### config.mk
export PLATFORM = sky130hd
export DESIGN_NAME = reg_file_sb_flat
export DESIGN_NICKNAME = d
export VERILOG_FILES = /design/src/rtl/reg_file_sb_pkg.sv /design/src/rtl/reg_file_sb_if.sv /design/src/rtl/reg_file_sb_nzp_calc.sv /design/src/rtl/reg_file_sb.sv /design/src/flat_wrapper.sv
export SDC_FILE = /design/constraint.sdc
export NUM_CORES = 1
export LEC_CHECK = 0
export BUFFER_PORTS_ARGS = -buffer_cell sky130_fd_sc_hd__buf_2
export CORE_MARGIN = 1.5
export CORE_UTILIZATION = 56
export DETAILED_ROUTE_END_ITERATION = 8
export HOLD_SLACK_MARGIN = 0.15
export PLACE_DENSITY = 0.83
export SLEW_MARGIN = 0
export SYNTH_ARGS = -nofsm -noshare
export SYNTH_HDL_FRONTEND = slang
export SYNTH_SLANG_ARGS = --single-unit
### constraint.sdc
create_clock -name Clk -period 10.78 [get_ports Clk]
set_input_delay 2.156 -clock Clk [delete_from_list [all_inputs] [get_ports Clk]]
set_output_delay 2.156 -clock Clk [all_outputs]
set_load 0.02 [all_outputs]
### src/rtl/reg_file_sb_pkg.sv
// Shared types and condition-code helpers for the bypassed, scoreboarded register file.
package reg_file_sb_pkg;

  localparam int WORD_W = 16;

  typedef logic [WORD_W-1:0] word_t;
  typedef logic [2:0]        nzp_t;

  localparam nzp_t NZP_N = 3'b100;
  localparam nzp_t NZP_Z = 3'b010;
  localparam nzp_t NZP_P = 3'b001;

  // Exactly one bit set for any input value.
  function automatic nzp_t nzp_of(word_t w);
    if (w[WORD_W-1]) return NZP_N;
    else if (w == '0) return NZP_Z;
    else return NZP_P;
  endfunction

endpackage

### src/rtl/reg_file_sb_if.sv
// Read/write/reserve bus between the datapath and the register file.
interface reg_file_sb_if #(
  parameter int WIDTH    = 16,
  parameter int NUM_REGS = 8,
  parameter int IDX_W    = $clog2(NUM_REGS)
);
  logic             Load;
  logic [IDX_W-1:0] DR;
  logic [WIDTH-1:0] D;
  logic             LD_CC;
  logic             Reserve;
  logic [IDX_W-1:0] Reserve_Idx;
  logic [IDX_W-1:0] SR1;
  logic [IDX_W-1:0] SR2;
  logic [WIDTH-1:0] SR1_Out;
  logic [WIDTH-1:0] SR2_Out;
  logic             SR1_Busy;
  logic             SR2_Busy;
  logic [2:0]       NZP;
  logic             Reserve_Err;

  modport master (
    output Load, DR, D, LD_CC, Reserve, Reserve_Idx, SR1, SR2,
    input  SR1_Out, SR2_Out, SR1_Busy, SR2_Busy, NZP, Reserve_Err
  );

  modport slave (
    input  Load, DR, D, LD_CC, Reserve, Reserve_Idx, SR1, SR2,
    output SR1_Out, SR2_Out, SR1_Busy, SR2_Busy, NZP, Reserve_Err
  );
endinterface

### src/rtl/reg_file_sb_nzp_calc.sv
// Combinational {N,Z,P} decode of a data word.
module nzp_calc
  import reg_file_sb_pkg::*;
#(
  parameter int WIDTH = 16
) (
  input  logic [WIDTH-1:0] d_i,
  output nzp_t             nzp_o
);

  generate
    if (WIDTH == WORD_W) begin : g_pkg
      assign nzp_o = nzp_of(word_t'(d_i));
    end else begin : g_gen
      logic neg, zero;
      assign neg   = d_i[WIDTH-1];
      assign zero  = (d_i == '0);
      assign nzp_o = {neg, zero, !neg && !zero};
    end
  endgenerate

endmodule

### src/rtl/reg_file_sb.sv
// Register file with same-cycle write bypass, per-register busy scoreboard and NZP register.
module reg_file_sb
  import reg_file_sb_pkg::*;
#(
  parameter int               WIDTH     = 16,
  parameter int               NUM_REGS  = 8,
  parameter int               IDX_W     = $clog2(NUM_REGS),
  parameter logic [WIDTH-1:0] RESET_VAL = '0
) (
  input logic         Clk,
  input logic         Reset,
  reg_file_sb_if.slave bus
);

  localparam int             RD_PORTS = 2;
  localparam logic [IDX_W:0] NREG     = (IDX_W+1)'(NUM_REGS);

  logic [WIDTH-1:0]    regs_q [NUM_REGS];
  logic [WIDTH-1:0]    regs_d [NUM_REGS];
  logic [NUM_REGS-1:0] busy_q, busy_d;
  nzp_t                nzp_q, nzp_d, nzp_bus, nzp_rst;
  logic                rerr_q, rerr_d;
  logic                wr_ok, rsv_ok;

  logic [RD_PORTS-1:0][IDX_W-1:0] sr;
  logic [RD_PORTS-1:0][WIDTH-1:0] rd;
  logic [RD_PORTS-1:0]            rbusy;

  // Indices can exceed NUM_REGS when it is not a power of two.
  function automatic logic in_range(logic [IDX_W-1:0] idx);
    return {1'b0, idx} < NREG;
  endfunction

  assign wr_ok  = bus.Load && in_range(bus.DR);
  assign rsv_ok = bus.Reserve && in_range(bus.Reserve_Idx);
  assign sr     = {bus.SR2, bus.SR1};

  generate
    for (genvar p = 0; p < RD_PORTS; p++) begin : g_rd
      logic ok, hit;
      assign ok       = in_range(sr[p]);
      assign hit      = wr_ok && (bus.DR == sr[p]);
      assign rd[p]    = hit ? bus.D : (ok ? regs_q[sr[p]] : '0);
      assign rbusy[p] = !hit && ok && busy_q[sr[p]];
    end
  endgenerate

  assign bus.SR1_Out     = rd[0];
  assign bus.SR2_Out     = rd[1];
  assign bus.SR1_Busy    = rbusy[0];
  assign bus.SR2_Busy    = rbusy[1];
  assign bus.NZP         = nzp_q;
  assign bus.Reserve_Err = rerr_q;

  nzp_calc #(.WIDTH(WIDTH)) u_nzp_bus (.d_i(bus.D),     .nzp_o(nzp_bus));
  nzp_calc #(.WIDTH(WIDTH)) u_nzp_rst (.d_i(RESET_VAL), .nzp_o(nzp_rst));

  // Reserve is applied after the write so a new producer keeps the register busy.
  always_comb begin
    regs_d = regs_q;
    busy_d = busy_q;
    if (wr_ok) begin
      regs_d[bus.DR] = bus.D;
      busy_d[bus.DR] = 1'b0;
    end
    if (rsv_ok) busy_d[bus.Reserve_Idx] = 1'b1;
    rerr_d = rsv_ok && busy_q[bus.Reserve_Idx] && !(wr_ok && (bus.DR == bus.Reserve_Idx));
    nzp_d  = bus.LD_CC ? nzp_bus : nzp_q;
  end

  always_ff @(posedge Clk or posedge Reset) begin
    if (Reset) begin
      for (int i = 0; i < NUM_REGS; i++) regs_q[i] <= RESET_VAL;
      busy_q <= '0;
      rerr_q <= 1'b0;
      nzp_q  <= nzp_rst;
    end else begin
      regs_q <= regs_d;
      busy_q <= busy_d;
      rerr_q <= rerr_d;
      nzp_q  <= nzp_d;
    end
  end

endmodule

### src/flat_wrapper.sv
// flat-port wrapper written by rule: the top's interface ports become plain ports
module reg_file_sb_flat import reg_file_sb_pkg::*;
#(
  parameter int               WIDTH     = 16,
  parameter int               NUM_REGS  = 8,
  parameter int               IDX_W     = $clog2(NUM_REGS),
  parameter logic [WIDTH-1:0] RESET_VAL = '0
)
  (Clk, Reset, bus_Load, bus_DR, bus_D, bus_LD_CC, bus_Reserve, bus_Reserve_Idx, bus_SR1, bus_SR2, bus_SR1_Out, bus_SR2_Out, bus_SR1_Busy, bus_SR2_Busy, bus_NZP, bus_Reserve_Err);
  reg_file_sb_if #(.WIDTH(WIDTH), .NUM_REGS(NUM_REGS), .IDX_W(IDX_W)) bus_i ();
  input logic Clk;
  input logic Reset;
  input wire logic [$bits(bus_i.Load)-1:0] bus_Load;
  input wire logic [$bits(bus_i.DR)-1:0] bus_DR;
  input wire logic [$bits(bus_i.D)-1:0] bus_D;
  input wire logic [$bits(bus_i.LD_CC)-1:0] bus_LD_CC;
  input wire logic [$bits(bus_i.Reserve)-1:0] bus_Reserve;
  input wire logic [$bits(bus_i.Reserve_Idx)-1:0] bus_Reserve_Idx;
  input wire logic [$bits(bus_i.SR1)-1:0] bus_SR1;
  input wire logic [$bits(bus_i.SR2)-1:0] bus_SR2;
  output wire logic [$bits(bus_i.SR1_Out)-1:0] bus_SR1_Out;
  output wire logic [$bits(bus_i.SR2_Out)-1:0] bus_SR2_Out;
  output wire logic [$bits(bus_i.SR1_Busy)-1:0] bus_SR1_Busy;
  output wire logic [$bits(bus_i.SR2_Busy)-1:0] bus_SR2_Busy;
  output wire logic [$bits(bus_i.NZP)-1:0] bus_NZP;
  output wire logic [$bits(bus_i.Reserve_Err)-1:0] bus_Reserve_Err;
  assign bus_i.Load = bus_Load;
  assign bus_i.DR = bus_DR;
  assign bus_i.D = bus_D;
  assign bus_i.LD_CC = bus_LD_CC;
  assign bus_i.Reserve = bus_Reserve;
  assign bus_i.Reserve_Idx = bus_Reserve_Idx;
  assign bus_i.SR1 = bus_SR1;
  assign bus_i.SR2 = bus_SR2;
  assign bus_SR1_Out = bus_i.SR1_Out;
  assign bus_SR2_Out = bus_i.SR2_Out;
  assign bus_SR1_Busy = bus_i.SR1_Busy;
  assign bus_SR2_Busy = bus_i.SR2_Busy;
  assign bus_NZP = bus_i.NZP;
  assign bus_Reserve_Err = bus_i.Reserve_Err;
  reg_file_sb #(.WIDTH(WIDTH), .NUM_REGS(NUM_REGS), .IDX_W(IDX_W), .RESET_VAL(RESET_VAL)) u_core (.Clk(Clk), .Reset(Reset), .bus(bus_i));
endmodule
# Word level (Yosys, flattened, before mapping)
# Index checks and enable logic that the tools add are counted.
# totals
output_inout_bits	38
ff_bits	140
mem_count	0
elab_cells	69
mem_bits_ro	0
in_bits	33
latch_bits	0
ramBits	0
# classes
muxes	25
addsub	0
n_reduce_logical	14
shift	0
n_lt_le_gt_ge	10
eq_ne	3
bitwise_logic	6
n_div	0
multipliers	0
# ops
operator	n
$bwmux W128	1
$mux W16	7
$bmux W16 S3	2
$demux W16 S3	1
$logic_not A16 Y1	1
$lt A3 B4 Y1 const B	4
$mux W8	2
$ge A4 B4 Y1 const B	3
$not A3 Y4	3
$logic_and A1 B1 Y1	10
$bmux W1 S3	3
$eq A3 B3 Y1	3
$and A8 B8 Y8	1
$not A8 Y8	1
$or A8 B8 Y8	1
$demux W1 S3	2
$ge A3 B1 Y1 const B	2
$mux W1	5
$lt A4 B1 Y1 const B	1
$logic_not A1 Y1	3
$mux W3	1
$mux W2	1

# Logic depth before layout (Yosys ltp)
# Gate-level depths: netlist of the first run.
# logic_depth
word_depth	9
mapped_depth	6
depth_no_buf	3

# Least setup slack after synthesis of the first run
# No wires, ideal clock.
# synth_timing
path_type	input port to output port
from	input port bus_SR1[1]
to	output port bus_SR1_Out[0]
setup_slack_ps	4981
arrival_ps	3643
required_ps	8624
path_buffers	2
path_stages	5
path_cell_list	clkbuf_1 -> clkbuf_1 -> mux4_2 -> mux2_2 -> mux2_2
# synth_via
elab_chain_len	5
elab_cells_between_ends	7
classes_between	eq/ne (1); mux (4); bitwise (1); reduce/logical (1)
# synth_lines
element	line	rtl
start: declaration	flat_wrapper.sv:19	input wire logic [$bits(bus_i.SR1)-1:0] bus_SR1;
$not A3 Y4 (implied by the code)	reg_file_sb.sv:43	assign rd[p] = hit ? bus.D : (ok ? regs_q[sr[p]] : '0);
$bmux W16 S3	reg_file_sb.sv:43	
$mux W16 (implied by the code) (2 in series)	reg_file_sb.sv:43	
$mux W16 *	reg_file_sb.sv:43	
end: declaration	flat_wrapper.sv:21	output wire logic [$bits(bus_i.SR1_Out)-1:0] bus_SR1_Out;
# Every way passes the cells marked *; elsewhere a longest branch is shown, timed or not. The select of a mux whose other input is x is not followed.

# Final worst setup path of the first run
# layout_timing
from	input port bus_SR1[0]
to	output port bus_SR1_Out[5]
# The elaborated chain is that of the path after synthesis.

==> flow_metrics.py, run 1 <==
metrics = {
    "run_status": {
        "outcome": "finished clean",
    },
    "cells_and_area": {
        "postLayoutCoreUtil_pct": 63.57,
        "drive_gt1_share_pct": 57.94,
        "stdcell_count": 757,
        "final_area_sq_um": 9204,
        "diodes": 0,
        "fin_nets": 593,
        "nFillCells": 1026,
        "synthToLayoutAreaGrowth_pct": 11.08,
    },
    "power": {
        "power_density_nw_per_um2": 198.7,
        "p_total_mw": 1.829,
        "p_switching_mw": 0.5103,
        "pwr-share-seq_pct": 39.7,
        "p_int_mw": 1.318,
        "p_clk_share_pct": 34.0,
        "switching_share_pct": 27.90,
        "combPwrFrac_pct": 26.3,
        "worst_ir_drop_vdd_mv": 0.1748,
        "p_leak_nw": 4.027,
    },
    "logic_synthesis": {
        "yosys.cell_types.count": 29,
        "synth-seq-cells": 140,
        "yosysWarnings": 0,
        "seq_area_frac_synth_pct": 42.30,
        "syn_area_per_cell_sq_um": 16.12,
        "synth_area_sq_um": 8285,
        "synthesis.nets": 547,
        "postSynthCellCount": 514,
    },
    "hold_path": {
        "min_path_type": "reg -> reg",
        "whs_endpoint": "u_core.bus.NZP[2]",
        "hold_start": "u_core.bus.NZP[2]",
        "hold_depth": 1,
    },
    "global_route": {
        "grt_pass1_vias": 5319,
        "grt_max_degree": 79,
        "grt_pass1_wl_mm": 30.29,
        "grt_overflow": 0,
        "antenna_found_initial": 0,
        "track_usage_pct": 25.45,
    },
    "sta": {
        "slew_violations": 0,
        "period_needed_ps": 6959,
        "setup_viol": 0,
        "fin_ws_ps": 3821,
        "finalHoldViolCount": 0,
        "whs_ps": 503.3,
        "rsz0062_at_grt": "false",
        "tightest_slew_ps": 1163,
        "final.setup.tns_ps": 0,
        "fmax_mhz": 143.7,
        "min_period_over_period_pct": 64.56,
        "clock_skew_ps": 2.814,
        "relSlewSlack_pct": 22.38,
    },
    "critical_path": {
        "worst-path-max-fanout": 35,
        "worstPathRequired_ps": 8620,
        "cp.arrival_ps": 4800,
        "cp_top_family": "buffers and inverters",
        "rr_startpoint": "u_core.busy_q[7]",
        "crit_buf_inv": 2,
        "path_class": "in -> out",
        "reg2reg_to": "u_core.bus.Reserve_Err",
        "cp_slowest_cell": "buf_2",
        "crit_path_end_kind": "output pin",
        "regToRegSetupSlack_ps": 9320,
        "crit_chain": "buf_2, xnor2_1, nand4_2, mux2_4, buf_2",
        "rr_worst_depth": 3,
        "cpMostUsedCell": "buf_2",
        "startpoint_type": "primary input",
        "cp_slowest_stage_delay_ps": 820,
    },
    "placed_design": {
        "dp_hpwl_mm": 11.14,
        "dpl_cell_area_sq_um": 8572,
        "dp.cells": 725,
        "place.gp.congestion": 0.7935,
        "io_buffers": 70,
        "pre_cts_ws_ps": 3823,
    },
    "clock_tree": {
        "cts_root_buf": "clkbuf_16",
        "cts-resized-gates": 0,
        "cts_made_buffers": 17,
        "post_cts_buffers": 0,
        "h-tree-depth": 4,
        "cts_tree": "built",
        "clock-sinks": 140,
        "ctsHoldBuffers": 0,
        "clockBufferDepth": 2,
        "clkLatencyLatePin_ps": 420,
        "cts.clk_slew.worst_paths_ps": 60,
    },
    "drt": {
        "wl_met2_mm": 9.654,
        "num_vias": 5001,
        "finalWirelength_mm": 18.85,
        "via_per_inst": 6.606,
        "dr_wl_met3_mm": 1.012,
        "met1_length_mm": 7.824,
        "highest_layer": "met4",
        "drc": 0,
        "drtIter0Drc": 411,
        "wl_per_cell_microns": 24.90,
        "drt-pass1-iter-count": 4,
        "ant_nets": 0,
    },
    "die": {
        "num_rows": 44,
        "core_area_sq_um": 14480,
        "die_w_microns": 124.6,
        "start_util_pct": 57.22,
        "ios": 71,
        "die_h_microns": 124.6,
        "dieArea_sq_um": 15530,
    },
    "run": {
        "maxCapViolations": 0,
    },
}
-- power groups by stage --
stage / registers (mW) / logic (mW) / clock network, mW
3_5_place_dp: 0.729 / 0.480 / 0
2_1_floorplan: 0.697 / 0.393 / 0
4_1_cts: 0.722 / 0.484 / 0.628
6_report: 0.726 / 0.481 / 0.622
5_1_grt: 0.739 / 0.512 / 0.653
3_3_place_gp: 0.715 / 0.463 / 0
-- worst register-to-register path: stages (launching register included) --
cell	delay, ps
dfrtp_1	410
mux4_2	490
mux2_2	270
and3_1	180
-- logic make-up (layout without fill, tap and decap cells) --
group / Yosys count / in the layout / synth area share, %
multiplexers: 267 / 267 / 48.61
flip-flops: 140 / 140 / 42.30
buffers and inverters: 58 / 117 / 4.666
AND/OR/NAND/NOR: 31 / 31 / 2.794
AO/OA/AOI/OAI: 9 / 9 / 0.6796
XOR/XNOR: 9 / 9 / 0.9514
-- worst max path at each step --
stage	cells after the start	from	end
2_1_floorplan	1	Reset	u_core.bus.NZP[0]
3_3_place_gp	5	bus_SR1[0]	bus_SR1_Out[7]
3_5_place_dp	5	bus_SR1[0]	bus_SR1_Out[0]
4_1_cts	5	bus_SR1[0]	bus_SR1_Out[5]
5_1_grt	5	bus_SR1[0]	bus_SR1_Out[8]
6_report	5	bus_SR1[0]	bus_SR1_Out[5]
-- layout by cell type (no fill, tap or decap), types with 2 or more instances in the layout --
cell	synthesis	routed
nand4b_1	3	3
buf_2	9	70
and2_1	2	2
clkbuf_16	0	17
mux2_1	11	11
buf_4	4	9
o21ai_0	4	4
dfrtp_1	139	139
mux4_2	27	27
mux2_4	19	19
clkinv_4	0	3
xnor2_1	9	9
o22ai_1	3	3
nand2b_1	5	5
inv_1	6	5
nor3_2	2	2
clkinvlp_4	0	3
nand4_1	2	2
o32ai_1	2	2
bufinv_16	0	4
nand4_2	2	2
nor4_1	4	4
nor3b_4	2	2
mux4_1	43	43
mux2_2	167	167
clkinv_2	0	3
nand2_1	7	7
-- state kept, by name (all words and copies together) (netlist names) --
name / cells
u_core.bus.NZP: 3
u_core.bus.Reserve_Err: 1
u_core.busy_q: 8
u_core.regs_q: 128
-- metal layers --
layer / GRT usage [%] / vias up
met5: 0 / -
met4: 8.654 / 0
met3: 5.455 / 35
met2: 43.76 / 178
met1: 32.12 / 2664
li1: - / 2124
-- cell usage after synthesis (all sizes together) --
cell	number	area [sq um]
and4	1	8.760
and3	1	6.260
nand4	4	37.53
o21ai	4	20.02
nor3	2	20.02
mux4	70	1738
xnor2	9	78.83
and2	2	12.51
o22ai	3	18.77
nand2b	5	31.28
buf	27	270.3
nor3b	2	37.54
dfstp	1	26.28
nand2	7	26.28
nand4b	3	26.28
nor4	4	25.02
mux2	197	2290
inv	6	22.52
dfrtp	139	3478
clkbuf	25	93.84
o32ai	2	17.52
-- area by class of cell --
| cell class | count | area [sq um] | area share [%] |
|---|---|---|---|
| Clock buffer | 18 | 439.2 | 4.772 |
| Timing Repair Buffer | 79 | 417.9 | 4.541 |
| Sequential cell | 140 | 3505 | 38.08 |
| Multi-Input combinational cell | 316 | 4394 | 47.74 |
| Tap cell | 184 | 230.2 | 2.501 |
| Inverter | 6 | 25.02 | 0.2719 |
| Clock inverter | 14 | 192.7 | 2.094 |
Note: power is estimated with default switching activity, not from simulation.
==> run 2: changes to the inputs <==
Settings changed: CORE_UTILIZATION 56 to 55, PLACE_DENSITY 0.83 to 0.84.
Clock period 10.78 ns to 5.8 ns, I/O delays scaled along.
==> run 2 against run 1 <==
Compared with the run above:
- the flow now finishes with violations (design-rule violations)
- global-route usage up 0.70 points
- via count rose by 3.3%
- power grew 84%
- design area rose by 0.58%
- register-to-register slack got worse by 4900 ps
- flip-flop and latch count unchanged
- non-clock buffer count rose by 10
- utilization shrank 0.35 points
- combinational power increased by 88%
==> flow_metrics.py, run 2 (same netlist as run 1, synthesis figures left out) <==
metrics = {
    "run_status": {
        "outcome": "complete, but fails checks",
        "violations": "design-rule violations",
    },
    "clock_tree": {
        "cts_root_buf": "clkbuf_16",
        "clockBufferDepth": 2,
        "cts_tree": "built",
        "ctsHoldBuffers": 0,
        "cts_made_buffers": 17,
        "post_cts_buffers": 0,
        "h-tree-depth": 4,
        "clock-sinks": 140,
        "clkLatencyLatePin_ps": 420,
        "cts-resized-gates": 0,
        "cts.clk_slew.worst_paths_ps": 50,
    },
    "drt": {
        "drtIter0Drc": 377,
        "drc": 1,
        "num_vias": 5168,
        "wl_per_cell_microns": 25.85,
        "ant_nets": 0,
        "finalWirelength_mm": 19.83,
        "via_per_inst": 6.738,
        "drt-pass1-iter-count": 9,
    },
    "sta": {
        "final.setup.tns_ps": 0,
        "tightest_slew_ps": 712.9,
        "relSlewSlack_pct": 52.47,
        "clock_skew_ps": 0.4790,
        "rsz0062_at_grt": "false",
        "slew_violations": 0,
        "fmax_mhz": 221.8,
        "setup_viol": 0,
        "period_needed_ps": 4509,
        "finalHoldViolCount": 0,
        "fin_ws_ps": 1291,
        "min_period_over_period_pct": 77.74,
    },
    "die": {
        "die_w_microns": 125.7,
        "ios": 71,
        "core_area_sq_um": 14640,
        "die_h_microns": 125.7,
        "num_rows": 44,
        "dieArea_sq_um": 15810,
        "start_util_pct": 56.58,
    },
    "placed_design": {
        "pre_cts_ws_ps": 1294,
        "io_buffers": 70,
        "place.gp.congestion": 0.8273,
        "dp_hpwl_mm": 12.13,
        "dp.cells": 735,
    },
    "power": {
        "p_switching_mw": 0.9294,
        "pwr-share-seq_pct": 40.3,
        "p_leak_nw": 4.072,
        "combPwrFrac_pct": 26.9,
        "p_int_mw": 2.435,
        "p_total_mw": 3.365,
        "switching_share_pct": 27.62,
        "p_clk_share_pct": 32.7,
        "worst_ir_drop_vdd_mv": 0.2207,
        "power_density_nw_per_um2": 363.4,
    },
    "critical_path": {
        "crit_start": "bus_SR2[0]",
        "worst-path-max-fanout": 24,
        "startpoint_type": "primary input",
        "path_class": "in -> out",
        "crit_path_end_kind": "output pin",
        "rr_startpoint": "u_core.busy_q[2]",
        "cp.arrival_ps": 3350,
        "worstPathRequired_ps": 4640,
    },
    "global_route": {
        "grt_overflow": 0,
        "antenna_found_initial": 0,
        "grt_pass1_vias": 5522,
        "track_usage_pct": 26.15,
        "grt_max_degree": 56,
        "grt_pass1_wl_mm": 31.06,
    },
    "cells_and_area": {
        "fin_nets": 603,
        "synthToLayoutAreaGrowth_pct": 11.73,
        "largest_reg_flops": 128,
        "top_register": "u_core.regs_q",
        "final_common_cell": "mux2_2",
        "layout.cells.most_common_list": "167 x mux2_2, 139 x dfrtp_1, 70 x buf_2, 43 x mux4_1, 27 x mux4_2",
        "stdcell_count": 767,
        "diodes": 0,
        "nFillCells": 1011,
        "postLayoutCoreUtil_pct": 63.22,
        "drive_gt1_share_pct": 58.15,
    },
    "run": {
        "maxCapViolations": 0,
    },
    "hold_path": {
        "hold_start": "u_core.bus.NZP[2]",
        "min_path_type": "reg -> reg",
    },
}
-- run 2: cell types whose count changed in the layout (fill, tap and decap cells not counted), sizes merged --
cell / previous run / this run
clkbuf: 18 / 27
clkinvlp: 3 / 1
inv: 7 / 6
bufinv: 4 / 2
buf: 79 / 89
clkinv: 6 / 2
-- run 2: final cells by class --
type                    count  area [sq um]  share of cell area (%)
inverters                   6         25.02                  0.2703
clock buffers              27         533.0                   5.758
repair buffers             89         493.0                   5.325
flip-flops and latches    140          3505                   37.86
multi-input cells         316          4394                   47.47
well taps                 184         230.2                   2.487
clock inverters             5         77.57                  0.8380
-- run 2: final timing paths --
| path | endpoint | slack, ps | depth (start not counted) |
|---|---|---|---|
| worst max register to register | u_core.bus.Reserve_Err | 4380 | 3 |
| max in group asynchronous | u_core.regs_q[107] | 3950 | 3 |
| min in group asynchronous | u_core.busy_q[3] | 760 | 2 |
| worst min-delay path | u_core.bus.NZP[2] | 510 | 1 |
| worst max-delay path | bus_SR2_Out[14] | 1290 | 6 |
| worst min register to register | u_core.bus.NZP[2] | 510 | 1 |
-- run 2: metal layers --
metal	GRT usage (%)	part of all wire (%)	vias to the layer above
met1	32.68	39	2731
met5	0	0	-
met3	6.245	7.0	48
li1	-	-	2141
met2	43.41	51	248
met4	12.31	3.0	0
-- run 2: critical path: stages --
cell and delay, ps:
buf_2 330, buf_4 490, mux4_1 630, mux2_2 300, mux2_4 260, buf_2 160
-- run 2: stage by stage --
stage | cell area (sq um) | hold slack (ps)
after floorplan | 8285 | 463.5
after global placement | 8647 | 480.2
after detailed placement | 8647 | 496.8
after CTS | 9258 | 509.9
after global routing | 9258 | 534.0
final | 9258 | 509.2
-- run 2: power groups by stage --
stage / clock [mW] / combinational, mW / sequential (mW)
after CTS: 1.12 / 0.913 / 1.35
after global routing: 1.16 / 0.963 / 1.38
final: 1.10 / 0.906 / 1.36
after floorplan: 0 / 0.731 / 1.30
after detailed placement: 0 / 0.900 / 1.36
after global placement: 0 / 0.870 / 1.33
